==> src/rtl/spectrum_pkg.sv <==
// Shared definitions for the spectrum bar renderer: colour codes, pipeline
// latency and a constant clog2 helper.
package spectrum_pkg;

    typedef logic [5:0] colour_t;   // {R[1:0], G[1:0], B[1:0]}

    localparam int unsigned OUT_LATENCY = 2;

    localparam colour_t BLACK            = 6'b000000;
    localparam colour_t DEF_BAR_COLOR    = 6'b001100;
    localparam colour_t DEF_BG_COLOR     = 6'b000011;
    localparam colour_t DEF_AREA_COLOR   = 6'b110000;
    localparam colour_t DEF_PEAK_COLOR   = 6'b111100;

    function automatic int unsigned clog2(input int unsigned v);
        int unsigned r;
        r = 0;
        for (int unsigned p = 1; p < v; p = p << 1) begin
            r = r + 1;
        end
        return r;
    endfunction

endpackage

==> src/rtl/spectrum_peak_store.sv <==
// Per-bin peak-hold registers with frame-counted decay; built only when
// PEAK_HOLD_EN is defined.
module spectrum_peak_store
    import spectrum_pkg::*;
#(
    parameter int unsigned BINS         = 64,
    parameter int unsigned MAG_W        = 8,
    parameter int unsigned DECAY_FRAMES = 4
) (
    input  logic                     clk,
    input  logic                     rst,
    input  logic                     frame_start,
    input  logic                     upd_en,
    input  logic [clog2(BINS)-1:0]   bin,
    input  logic [MAG_W-1:0]         data,
    output logic [MAG_W-1:0]         peak
);

    localparam int unsigned BIN_W = clog2(BINS);
    localparam int unsigned CNT_W = (clog2(DECAY_FRAMES) < 1) ? 1 : clog2(DECAY_FRAMES);

    logic [MAG_W-1:0] peaks      [BINS];
    logic [MAG_W-1:0] peaks_next [BINS];
    logic [CNT_W-1:0] cnt;
    logic             wrap;

    assign wrap = frame_start && (cnt == CNT_W'(DECAY_FRAMES - 1));
    assign peak = peaks[bin];

    // Decay is applied first so a same-cycle update compares against the decremented value.
    always_comb begin
        for (int unsigned i = 0; i < BINS; i++) begin
            peaks_next[i] = peaks[i];
            if (wrap && peaks[i] != '0) begin
                peaks_next[i] = peaks[i] - 1'b1;
            end
            if (upd_en && bin == BIN_W'(i) && data > peaks_next[i]) begin
                peaks_next[i] = data;
            end
        end
    end

    always_ff @(posedge clk or posedge rst) begin
        if (rst) begin
            cnt   <= '0;
            peaks <= '{default: '0};
        end else begin
            if (frame_start) begin
                cnt <= wrap ? '0 : cnt + 1'b1;
            end
            peaks <= peaks_next;
        end
    end

endmodule

==> src/rtl/spectrum_bar_renderer.sv <==
// Two-stage raster renderer drawing BINS magnitude bars from a RAM.
// Optional peak-hold markers are built when the PEAK_HOLD_EN macro is defined.
module spectrum_bar_renderer
    import spectrum_pkg::*;
#(
    parameter int unsigned BINS         = 64,
    parameter int unsigned BAR_W        = 8,
    parameter int unsigned GAP          = 1,
    parameter int unsigned MAG_W        = 8,
    parameter int unsigned ADDR_W       = 9,
    parameter int unsigned BASE_Y       = 470,
    parameter colour_t     BAR_COLOR    = DEF_BAR_COLOR,
    parameter colour_t     BG_COLOR     = DEF_BG_COLOR,
    parameter colour_t     AREA_COLOR   = DEF_AREA_COLOR,
    parameter colour_t     PEAK_COLOR   = DEF_PEAK_COLOR,
    parameter int unsigned PEAK_H       = 2,
    parameter int unsigned DECAY_FRAMES = 4
) (
    input  logic              clk,
    input  logic              rst,
    input  logic              frame_start,
    input  logic [9:0]        X_PIX,
    input  logic [9:0]        Y_PIX,
    input  logic              Video_On,
    input  logic [MAG_W-1:0]  data,
    output logic [ADDR_W-1:0] address,
    output logic [1:0]        R,
    output logic [1:0]        G,
    output logic [1:0]        B
);

    localparam int unsigned BIN_W = clog2(BINS);
    localparam int unsigned OFS_W = clog2(BAR_W);
    localparam logic signed [10:0] BASE = 11'(BASE_Y);

    logic [OFS_W-1:0] ofs;
    logic [BIN_W-1:0] bin;
    logic             in_area;
    logic             is_gap;

    logic [BIN_W-1:0] bin_q;
    logic [9:0]       y_q;
    logic             von_q, area_q, gap_q, first_q;

    logic signed [10:0] y_s, thr;
    logic               bar_hit, peak_hit;
    colour_t            next_rgb, rgb;

    assign ofs     = X_PIX[OFS_W-1:0];
    assign bin     = X_PIX[OFS_W +: BIN_W];
    assign in_area = {1'b0, X_PIX} < 11'(BINS * BAR_W);
    assign is_gap  = 32'(ofs) >= (BAR_W - GAP);

    always_ff @(posedge clk or posedge rst) begin
        if (rst) begin
            address <= '0;
            bin_q   <= '0;
            y_q     <= '0;
            von_q   <= 1'b0;
            area_q  <= 1'b0;
            gap_q   <= 1'b0;
            first_q <= 1'b0;
        end else begin
            address <= (Video_On && in_area) ? ADDR_W'(bin) : '0;
            bin_q   <= bin;
            y_q     <= Y_PIX;
            von_q   <= Video_On;
            area_q  <= in_area;
            gap_q   <= is_gap;
            first_q <= (ofs == '0);
        end
    end

`ifdef PEAK_HOLD_EN
    logic [MAG_W-1:0]   peak;
    logic signed [10:0] pt;

    spectrum_peak_store #(
        .BINS         (BINS),
        .MAG_W        (MAG_W),
        .DECAY_FRAMES (DECAY_FRAMES)
    ) u_peak_store (
        .clk          (clk),
        .rst          (rst),
        .frame_start  (frame_start),
        .upd_en       (von_q && area_q && first_q),
        .bin          (bin_q),
        .data         (data),
        .peak         (peak)
    );

    always_comb begin
        pt = BASE - $signed(11'(peak));
        if (pt < 0) begin
            pt = '0;
        end
        peak_hit = (peak != '0) && (y_s <= pt) && (y_s > pt - $signed(11'(PEAK_H)));
    end
`else
    logic unused_peak;
    assign unused_peak = ^{frame_start, first_q};
    assign peak_hit    = 1'b0;
`endif

    // Threshold is clamped at 0 so oversized magnitudes light the full column.
    always_comb begin
        y_s = $signed({1'b0, y_q});
        thr = BASE - $signed(11'(data));
        if (thr < 0) begin
            thr = '0;
        end
        bar_hit = (y_s > thr) && (y_s <= BASE);

        next_rgb = BG_COLOR;
        if (!von_q) begin
            next_rgb = BLACK;
        end else if (!area_q) begin
            next_rgb = AREA_COLOR;
        end else if (gap_q) begin
            next_rgb = BG_COLOR;
        end else if (peak_hit) begin
            next_rgb = PEAK_COLOR;
        end else if (bar_hit) begin
            next_rgb = BAR_COLOR;
        end
    end

    always_ff @(posedge clk or posedge rst) begin
        if (rst) begin
            rgb <= BLACK;
        end else begin
            rgb <= next_rgb;
        end
    end

    assign {R, G, B} = rgb;

endmodule

==> config.mk <==
export PLATFORM = sky130hd
export DESIGN_NAME = spectrum_bar_renderer
export DESIGN_NICKNAME = d
export VERILOG_FILES = /design/src/rtl/spectrum_pkg.sv /design/src/rtl/spectrum_peak_store.sv /design/src/rtl/spectrum_bar_renderer.sv
export SDC_FILE = /design/constraint.sdc
export NUM_CORES = 1
export LEC_CHECK = 0
export CORE_ASPECT_RATIO = 0.75
export CORE_UTILIZATION = 40
export CTS_BUF_LIST = sky130_fd_sc_hd__clkbuf_2
export CTS_CLUSTER_DIAMETER = 30
export CTS_CLUSTER_SIZE = 10
export DETAILED_ROUTE_END_ITERATION = 16
export PLACE_DENSITY_LB_ADDON = 0.12
export SLEW_MARGIN = 10
export SYNTH_ARGS = -nofsm -noshare
export SYNTH_HDL_FRONTEND = slang
export SYNTH_SLANG_ARGS = --single-unit
==> constraint.sdc <==
create_clock -name clk -period 3 [get_ports clk]
set_input_delay 0.45 -clock clk [delete_from_list [all_inputs] [get_ports clk]]
set_output_delay 0.45 -clock clk [all_outputs]
set_load 0.1 [all_outputs]
=== Word-level counts from Yosys, hierarchy flattened ===
Index checks and enable logic that the tools add are counted.
W data, S select, Z words.

* $lt $le $gt $ge: 5
* Mux-type cells: 6
* $add $sub $neg: 1
* Reduce and logical (&&, ||, !) cells: 2

{| class="wikitable"
|+ Operator list
! cell !! number
|-
| $mux W6 || 3
|-
| $gt A11 B11 Y1 || 1
|-
| $mux W11 || 1
|-
| $le A10 B9 Y1 const B || 1
|-
| $lt A10 B1 Y1 const B || 1
|-
| $lt A10 B10 Y1 const B || 1
|-
| $sub A9 B8 Y10 const A || 1
|-
| $mux W4 || 2
|-
| $ge A3 B3 Y1 const B || 1
|-
| $logic_and A1 B1 Y1 || 2
|}

* Input port bits: 32
* Register bits after elaboration: 25
* Word-level logic and storage cells: 20
* Output and inout bits: 15

=== Logic depth before layout (Yosys ltp) ===
Gate-level depths: netlist of the first run.

* Word-level depth: 9
* Mapped depth: 11
* Depth with buffers taken out: 11

=== Worst setup path before layout of the first run ===
No wires, ideal clock.

* Path kind: input port to flip-flop
* Start point: input data[0]
* End point: register rgb[1]
* Arrival: 2.244 ns
* Path buffers: 0
* Path slack: 0.637 ns
* Stages on the path: 11
* Cells stage by stage: ha_1 a21oi_1 inv_1 a21oi_1 xnor2_1 ha_1 nand2_1 nor2_1 a211o_1 a211o_1 nor2b_4

* Cells in the longest elaborated chain, start to end: 9

{| class="wikitable"
|+ Ends and longest elaborated chain
! what !! RTL line !! source
|-
| from (decl) || spectrum_bar_renderer.sv:25 || <nowiki>input logic [MAG_W-1:0] data,</nowiki>
|-
| $sub A9 B8 Y10 * || spectrum_bar_renderer.sv:108 || <nowiki>thr = BASE - $signed(11'(data));</nowiki>
|-
| $lt A10 B1 Y1 || spectrum_bar_renderer.sv:109 || <nowiki>if (thr < 0) begin</nowiki>
|-
| $mux W11 * || spectrum_bar_renderer.sv:109 ||
|-
| $gt A11 B11 Y1 * || spectrum_bar_renderer.sv:112 || <nowiki>bar_hit = (y_s > thr) && (y_s <= BASE);</nowiki>
|-
| $logic_and A1 B1 Y1 * || spectrum_bar_renderer.sv:112 ||
|-
| $mux W4 * || spectrum_bar_renderer.sv:123 || <nowiki>end else if (bar_hit) begin</nowiki>
|-
| $mux W4 * || spectrum_bar_renderer.sv:119 || <nowiki>end else if (gap_q) begin</nowiki>
|-
| $mux W6 * || spectrum_bar_renderer.sv:117 || <nowiki>end else if (!area_q) begin</nowiki>
|-
| $mux W6 * || spectrum_bar_renderer.sv:115 || <nowiki>if (!von_q) begin</nowiki>
|-
| to (signal assigned) || spectrum_bar_renderer.sv:132 || <nowiki>rgb <= next_rgb;</nowiki>
|-
| to (decl) || spectrum_bar_renderer.sv:47 || <nowiki>colour_t next_rgb, rgb;</nowiki>
|}

Mark *: on every way between the ends. The rest lies on a longest branch, timed or not.

=== Worst setup path in the final report of the first run ===
Same ends and word-level chain as after synthesis.

==> results.md, run 1 <==
* Status: finished, final reports clean
* R2r setup slk at 1.25 ns
* Num CTS Buffers at 3
* Worst EP arrival at 2.84 ns
* PostCTS Resize Cnt at 0
* Commonest non-fill, non-tap cell in the layout: clkdlybuf4s50_1
* Largest net degree at the start of global routing at 23
* Critical Path Max Stage Delay at 0.44 ns
* Postcts setup bufs at 0
* Minimum clock period at 2.61 ns
* DRC at 0
* Final Max Tran Viols at 0
* Vias in the first global route at 705
* Drt initial violations at 6
* Clk pwr share at 0.283
* Final Hold Viols at 0
* Drt via density at 4.51
* Dominant cells by area after synthesis: dfrtp_1 (54%), ha_1 (12%), buf_4 (4.4%)
* Critical path peak fanout at 3
* DR WL/cell at 11.3 um
* Post-Syn Instances at 86
* Max-cap viol count at 0
* Core area at 2350 um2
* Worst skew pair latency at 0.32 ns
* Cell family with most CP delay: compound AO/OA/AOI/OAI gates
* Pre-Repair DR Iteration Count at 4
* Flops & latches, synth at 22
* Grt ovf at 0
* Synthesis warning total at 0
* CP max-delay cell: clkdlybuf4s50_1
* Comb pwr share at 0.271
* Layout Cells excl Fill at 164
* First-pass GRT wire length at 2930 um
* Hold WC Path Type: flip-flop to flip-flop
* WP buf/inv at 2
* Post-CTS Hold Buffers at 0
* Routed wire length at 1860 um
* Initial antenna violation count at 0
* # placed instances at 160
* Share of the synthesized area in the top cell type at 0.543
* Root Driver: clkbuf_2
* ANT cells at 0
* Nets at 173
* Net Sw Power at 0.000209 W
* Synthesis-to-layout area growth at 44.9%
* Die area at 2740 um2
* Final count of negative-setup-slack endpoints at 0
* CTS tree: yes
* H-tree Lvls at 1
* Die width at 60.2 um
* Vias at 739
* Clk sinks at 22
* Worst setup SP type: input port
* Skew final at 0.0124 ns
* CP Data Required Time at 3.23 ns
* P_leak at 0.704 nW
* CP Capture Type: flip-flop
* CTS max path bufs at 2
* Initial Util at 0.433
* Max VDD drop at 0.274 mV
* Critical path type: input port to flip-flop
* PwrDens at 484 nW/um2
* Top Ports at 47
* Placer Congestion at 0.814
* Sequential fraction of the synthesis area at 0.543
* FF+latch area at 551 um2
* Syn avg cell area at 11.8 um2
* TNS Setup at 0 ns
* CTS clk-pin slew, worst paths at 0.19 ns
* Layout cell share with drive strength beyond 1 at 0.154
* CP Cell Sequence: clkdlybuf4s50_1 -> ha_1 -> a21oi_1 -> inv_1 -> a21oi_1 -> xnor2_1 -> ha_1 -> nand2_1 -> nor2_1 -> a211o_1 -> a211o_1 -> nor2b_4
* I/O Buffers at 42
* Slew @ Worst Pin at 0.804 ns
* Fillers at 216
* Peak Freq at 0.384 GHz
* Die Height at 45.6 um
* Final period utilization at 0.869
* Post-route ant nets at 0
* Area of the multi-input gates at 412 um2
* Total global-route track usage at 0.156
* Relative slew slack at 0.463
* Cell variety after synth at 22
* RSZ-0062 raised after global routing: false
* Reg power frac at 0.446
* Sw Ratio at 0.294
* Most frequent cells in the layout: clkdlybuf4s50_1 (30), dfrtp_1 (22), buf_4 (14)
* Internal power at 0.000502 W
* Synth area leader: dfrtp_1
* Row cnt at 15
* Post-Syn Area at 1010 um2
* HPWL after DPL at 1490 um
-- state kept, by name, indices dropped and copies added, names as in the netlist --
| register | cells |
|---|---|
| address | 6 |
| rgb | 3 |
| gap_q | 1 |
| y_q | 10 |
| von_q | 1 |
| area_q | 1 |
-- layout make-up --
| class | count | share of cell area |
|---|---|---|
| Clock inverter | 1 | 0.0204 |
| Inverter | 4 | 0.0102 |
| Sequential cell | 22 | 0.374 |
| Multi-Input combinational cell | 56 | 0.280 |
| Tap cell | 34 | 0.0289 |
| Clock buffer | 3 | 0.0102 |
| Timing Repair Buffer | 44 | 0.276 |
-- Yosys cell counts --
master    instances
xor2_1            1
a211o_1           2
buf_4             6
nor2b_4           1
a32oi_1           1
and3_4            1
ha_1             10
nand4_1           2
nand2_1           4
nor2b_1           2
a21oi_1           7
conb_1            1
and2_1            6
nand3_1           1
nor2_1            3
dfrtp_1          22
o21ai_0           3
inv_1             4
a211oi_1          1
o21a_1            1
xnor2_1           5
and3_1            2
-- metrics by stage --
| step | power (W) | utilization | instance area, um2 | setup WS [ns] | hold slack, ns |
|---|---|---|---|---|---|
| after floorplan | 0.000451 | - | 1020 | 0.637 | 0.402 |
| after global placement | 0.000512 | 0.607 | 1430 | 0.0694 | 0.415 |
| after detailed placement | 0.000516 | 0.607 | 1430 | 0.0506 | 0.414 |
| after CTS | 0.000721 | 0.627 | 1470 | 0.392 | 0.440 |
| after global routing | 0.000751 | 0.627 | 1470 | 0.234 | 0.456 |
| final | 0.000711 | 0.627 | 1470 | 0.394 | 0.438 |
-- power groups by stage --
stage | clock [W] | sequential [W] | combinational, W
CTS | 0.000209 | 0.000318 | 0.000194
global placement | 0 | 0.000323 | 0.000189
finish | 0.000201 | 0.000317 | 0.000193
detailed placement | 0 | 0.000323 | 0.000193
floorplan | 0 | 0.000360 | 0.0000914
global route | 0.000224 | 0.000319 | 0.000208
-- kinds of logic after synthesis --
logic type / synth area share
AOI/OAI and AO/OA: 0.0900
xor gates and xnor gates: 0.0518
adders and majority gates: 0.123
buffers and inverters: 0.0592
DFF: 0.543
other: 0.00370
and+or+nand+nor: 0.129
-- layer usage --
| layer | track usage | up-vias | part of all wire |
|---|---|---|---|
| met2 | 0.270 | 32 | 0.51 |
| met3 | 0.0795 | 2 | 0.091 |
| met1 | 0.168 | 335 | 0.39 |
| li1 | - | 370 | - |
| met4 | 0.0419 | 0 | 0.0065 |
| met5 | 0 | - | 0 |
-- worst paths after layout --
check	startpoint	to	cells past startpoint
hold / removal	area_q	rgb[4]	1
min in group asynchronous	rst	address[5]	2
max in group asynchronous	rst	y_q[9]	2
hold reg to reg	area_q	rgb[4]	1
setup / recovery	data[0]	rgb[1]	12
setup reg to reg	y_q[2]	rgb[1]	5
Power figures use the tool's default switching activity.
==> run 2, diff against run 1 <==
--- a/config.mk
+++ b/config.mk
@@ -6,8 +6,8 @@
 export NUM_CORES = 1
 export LEC_CHECK = 0
 export CORE_ASPECT_RATIO = 0.75
-export CORE_UTILIZATION = 40
-export CTS_BUF_LIST = sky130_fd_sc_hd__clkbuf_2
+export CORE_UTILIZATION = 45
+export CTS_BUF_LIST = sky130_fd_sc_hd__clkbuf_8
 export CTS_CLUSTER_DIAMETER = 30
 export CTS_CLUSTER_SIZE = 10
 export DETAILED_ROUTE_END_ITERATION = 16
==> results.md, run 2 (same netlist as run 1, synthesis figures left out) <==
* Post-CTS Hold Buffers at 0 (unchanged)
* Vias at 758 (+2.6%)
* Worst setup SP type: input port
* Relative slew slack at 0.492 (+0.0284)
* Nets at 173 (unchanged)
* Die Height at 43.1 um (-5.5%)
* Critical path type: input port to flip-flop
* Final period utilization at 0.896 (+0.0271)
* Hold WC Path Type: flip-flop to flip-flop
* Minimum clock period at 2.69 ns (+0.0813 ns)
* PwrDens at 482 nW/um2 (-0.27%)
* Vias in the first global route at 763 (+8.2%)
* RSZ-0062 raised after global routing: false
* Grt ovf at 0 (unchanged)
* Critical Path Max Stage Delay at 0.47 ns (+0.03 ns)
* Worst skew pair latency at 0.25 ns (-0.07 ns)
* WP buf/inv at 2 (unchanged)
* Critical path peak fanout at 3 (unchanged)
* Final Max Tran Viols at 0 (unchanged)
* Die width at 56.8 um (-5.5%)
* Core area at 2070 um2 (-12%)
* DR WL/cell at 12.0 um (+6.3%)
* CP Data Required Time at 3.15 ns (-0.08 ns)
* Skew final at 0.00208 ns (-0.0103 ns)
* Commonest non-fill, non-tap cell in the layout: clkdlybuf4s50_1
* Largest net degree at the start of global routing at 23 (unchanged)
* Layout cell share with drive strength beyond 1 at 0.162 (+0.00769)
* Most frequent cells in the layout: clkdlybuf4s50_1 (30), dfrtp_1 (22), buf_4 (14)
* CTS max path bufs at 2 (unchanged)
* Failing checks: design-rule violations
* Clk sinks at 22 (unchanged)
* Initial Util at 0.491 (+0.0584)
* Row cnt at 14 (-1)
* Final Hold Viols at 0 (unchanged)
* Layout Cells excl Fill at 154 (-6.1%)
* DP Area at 1410 um2 (-0.88%)
* DRC at 7 (+7)
* CP max-delay cell: clkdlybuf4s50_1
* Initial antenna violation count at 0 (unchanged)
* Max reg flops at 10 (unchanged)
* Die area at 2450 um2 (-11%)
* Drt via density at 4.92 (+9.2%)
* Drt initial violations at 31 (+25)
* Final count of negative-setup-slack endpoints at 0 (unchanged)
* Post-route ant nets at 0 (unchanged)
* Top Ports at 47 (unchanged)
* Total power at 0.000710 W (-0.19%)
* H-tree Lvls at 1 (unchanged)
* Synthesis-to-layout area growth at 45.0% (about the same)
* CP Cell Sequence: clkdlybuf4s50_1 -> ha_1 -> a21oi_1 -> inv_1 -> a21oi_2 -> xnor2_1 -> ha_1 -> nand2_1 -> nor2_1 -> a211o_1 -> a211o_1 -> nor2b_4
* Top Registers: y_q x10, address x6, rgb x3
* Status: finished, violations left
* Routed wire length at 1860 um (-0.22%)
* Num CTS Buffers at 3 (unchanged)
* I/O Buffers at 42 (unchanged)
* TNS Setup at 0 ns (unchanged)
* P_leak at 0.707 nW (+0.33%)
* Final Cell Area at 1470 um2 (about the same)
* CTS tree: yes
* Slew @ Worst Pin at 0.762 ns (-0.0426 ns)
* CTS clk-pin slew, worst paths at 0.07 ns (-0.12 ns)
* Root Driver: clkbuf_8
* Placer Congestion at 0.822 (+0.93%)
* Cell family with most CP delay: compound AO/OA/AOI/OAI gates
* # placed instances at 150 (-6.3%)
* Peak Freq at 0.372 GHz (-3.0%)
* Pre-Repair DR Iteration Count at 12 (+8)
* Total global-route track usage at 0.179 (+0.0231)
* HPWL after DPL at 1530 um (+3.3%)
* Max VDD drop at 0.368 mV (+34%)
* Largest Register: y_q
* Worst EP arrival at 2.84 ns (about the same)
* First-pass GRT wire length at 3220 um (+9.7%)
* Max-cap viol count at 0 (unchanged)
* ANT cells at 0 (unchanged)
* CP Capture Type: flip-flop
run 2: cell types whose count changed in the layout (fill, tap and decap cells not counted):
| cell | before | now |
|---|---|---|
| a21oi_1 | 7 | 6 |
| a21oi_2 | 0 | 1 |
| bufinv_16 | 1 | 0 |
| clkbuf_2 | 3 | 0 |
| clkbuf_8 | 0 | 4 |
run 2: area by class of cell:
cell class / instances / area, um2
repair buffers: 44 / 405
fillers: 141 / 596
multi-input cells: 56 / 415
clock buffers: 4 / 55.1
inverters: 4 / 15.0
flip-flops and latches: 22 / 551
well taps: 24 / 30.0
run 2: metal layers:
layer / global-route usage / up-vias / part of all wire
met4: 0.0146 / 0 / 0
li1: - / 371 / -
met3: 0.0732 / 0 / 0.081
met5: 0 / - / 0
met2: 0.338 / 32 / 0.53
met1: 0.197 / 355 / 0.39
run 2: what timing repair did:
action / CTS / global route
setup buffers: 0 / 0
endpoints found under the setup margin: 0 / 1
gates resized for setup: 0 / 1
run 2: path summary, 6_finish.rpt:
check / startpoint / endpoint / slack [ns] / cells past startpoint
hold / removal: area_q / rgb[4] / 0.42 / 1
max in group asynchronous: rst / address[2] / 1.89 / 2
hold reg to reg: area_q / rgb[4] / 0.42 / 1
setup reg to reg: y_q[2] / rgb[1] / 1.27 / 5
min in group asynchronous: rst / gap_q / 0.63 / 2
setup / recovery: data[0] / rgb[1] / 0.31 / 12
run 2: where the power goes:
| group | internal, W | total, W | switching [W] |
|---|---|---|---|
| clock network | 0.000117 | 0.000199 | 0.0000822 |
| registers | 0.000310 | 0.000318 | 0.00000731 |
| logic | 0.0000765 | 0.000193 | 0.000117 |
run 2: stage by stage:
stage | worst slack (ns) | utilization | hold slack [ns]
2_1_floorplan | 0.637 | - | 0.402
3_3_place_gp | 0.0713 | 0.683 | 0.409
3_5_place_dp | 0.0177 | 0.683 | 0.411
4_1_cts | 0.264 | 0.710 | 0.421
5_1_grt | 0.0734 | 0.712 | 0.442
6_report | 0.313 | 0.712 | 0.419
==> edit (flow settings as in run 2) <==
Register the input `Y_PIX` before use, with the module's reset. The logic sees it one clock later. The other inputs are not delayed to match.
--- a/src/rtl/spectrum_bar_renderer.sv
+++ b/src/rtl/spectrum_bar_renderer.sv
@@ -34,4 +34,14 @@
     localparam logic signed [10:0] BASE = 11'(BASE_Y);
 
+    logic [9:0] Y_PIX_q;
+
+    always_ff @(posedge clk or posedge rst) begin
+        if (rst) begin
+            Y_PIX_q <= '0;
+        end else begin
+            Y_PIX_q <= Y_PIX;
+        end
+    end
+
     logic [OFS_W-1:0] ofs;
     logic [BIN_W-1:0] bin;
@@ -64,5 +74,5 @@
             address <= (Video_On && in_area) ? ADDR_W'(bin) : '0;
             bin_q   <= bin;
-            y_q     <= Y_PIX;
+            y_q     <= Y_PIX_q;
             von_q   <= Video_On;
             area_q  <= in_area;
Check against the original RTL: not equivalent (Yosys sat finds a counterexample within 4 cycles, from zero or initial values and one cycle with rst high).
==> edit against run 2 <==
  * Via count rose by 12%
  * Worst setup slack worse by 0.029 ns
  * Synthesized area up 25%
  * Fmax decreased by 1.1%
  * Wire length grew 9.3%
  * Global-route usage shrank 3.8 points
  * Final area increased by 21%
  * Sequential cell count up 10
  * First-iteration DRC count is 48% lower
  * Power increased by 47%
  * Critical path type unchanged
  * Largest power group unchanged
==> edit: results (changes against run 2) <==
Status: completed (was finished with violations)
Arr. time, crit path: 2.88 ns (was 2.84 ns)
Seq pwr: 0.461 mW (was 0.318 mW)
Comb pwr: 0.195 mW
Met2 WL: 953 µm (was 984 µm)
GR Util All Layers: 14.1% (was 17.9%)
Largest net degree at the start of global routing: 33 (was 23)
Adder-Cell Fraction of Synth Area: 9.89% (was 12.3%)
Global-route wire length before repair: 3.06 mm (was 3.22 mm)
First-pass DRT Iterations: 4 (was 12)
# fillers: 198 (was 141)
TritonCTS buffer count: 5 (was 3)
Worst Setup Path Type: input port to flip-flop (unchanged)
Synth cell count leaders: 32 x dfrtp_1, 10 x ha_1, 7 x a21oi_1 (was 22 x dfrtp_1, 10 x ha_1, 7 x a21oi_1)
Final Skew: 0.00414 ns (was 0.00208 ns)
Grt met1 use: 15.6% (was 19.7%)
Largest regs: Y_PIX_q: 10 flops, y_q: 10 flops, address: 6 flops (was y_q: 10 flops, address: 6 flops, rgb: 3 flops)
Wl on met1: 879 µm (was 719 µm)
Leakage: 0.854 nW (was 0.707 nW)
Synth area leaders: dfrtp_1 63%, ha_1 9.9%, buf_4 3.6%, xnor2_1 3.5%, and2_1 3.0% (was dfrtp_1 54%, ha_1 12%, buf_4 4.4%, xnor2_1 4.3%, and2_1 3.7%)
Final min period: 2.72 ns (was 2.69 ns)
Clk slew on worst S/H paths: 0.06 ns
Worst VDD drop: 314 µV (was 368 µV)
GP Congestion: 0.740 (was 0.822)
H-tree depth: 2 (was 1)
Highest layer used for signal routing: met4 (was met3)
Wire per inst: 11.3 µm (was 12.0 µm)
Dpl hpwl: 1.56 mm (was 1.53 mm)
Sequential element share of the synthesized area: 63.3% (was 54.3%)
Total power: 1.04 mW (was 0.710 mW)
Worst skew pair latency: 0.27 ns (was 0.25 ns)
Mean number of vias per cell: 4.73 (was 4.92)
NetSw: 0.271 mW (was 0.206 mW)
1st-iter DRT viols: 16 (was 31)
Metal3 WL: 177 µm (was 151 µm)
XOR/XNOR share of the synthesized area: 4.15% (was 5.18%)
Vias in the first global route: 751 (was 763)
Placed Area: 0.00168 mm² (was 0.00141 mm²)
CP peak stage delay: 0.45 ns (was 0.47 ns)
Post-synthesis compound-gate area fraction: 7.22% (was 9.00%)
[edit: changes by cell type in the layout (fill, tap and decap cells not counted), sizes merged]
| cell | run 2 | this run |
|---|---|---|
| bufinv | 0 | 1 |
| dfrtp | 22 | 32 |
| clkbuf | 4 | 5 |
| inv | 4 | 5 |
| clkinv | 0 | 1 |
[edit: cell families after synthesis]
kind of cell | Yosys count
DFF | 32
AOI/OAI and AO/OA | 15
buffers and inverters | 10
adders and majority gates | 10
other | 1
and+or+nand+nor | 22
xor gates and xnor gates | 6
[edit: stage by stage]
stage	utilization (%)	hold slack [ns]	std cells
after floorplan	-	0.331	98
after global placement	63.5	0.333	172
after detailed placement	63.5	0.336	172
after CTS	67.6	0.348	180
after global routing	67.6	0.352	180
final	67.6	0.346	180
[edit: how the worst min path moves through the flow]
| stage | from | end | slack [ns] | depth (start not counted) |
|---|---|---|---|---|
| detailed placement | Y_PIX_q[1] | y_q[1] | 0.34 | 0 |
| global placement | Y_PIX_q[1] | y_q[1] | 0.33 | 0 |
| floorplan | Y_PIX_q[0] | y_q[0] | 0.33 | 0 |
| CTS | Y_PIX_q[1] | y_q[1] | 0.35 | 0 |
| global route | Y_PIX_q[1] | y_q[1] | 0.35 | 0 |
| finish | Y_PIX_q[1] | y_q[1] | 0.35 | 0 |
[edit: worst max-delay path, delay by kind of cell]
family / cells / cell delay (ns)
compound gates: 4 / 0.96
xor+xnor: 1 / 0.16
fa+ha+maj: 2 / 0.51
buf+inv: 2 / 0.51
simple gates: 3 / 0.29
[edit: area by class of cell]
class                   instances  area share (%)
multi-input cells              56            23.1
clock inverters                 3            2.17
flip-flops and latches         32            44.8
repair buffers                 44            22.7
inverters                       4           0.841
well taps                      36            2.52
clock buffers                   5            3.85
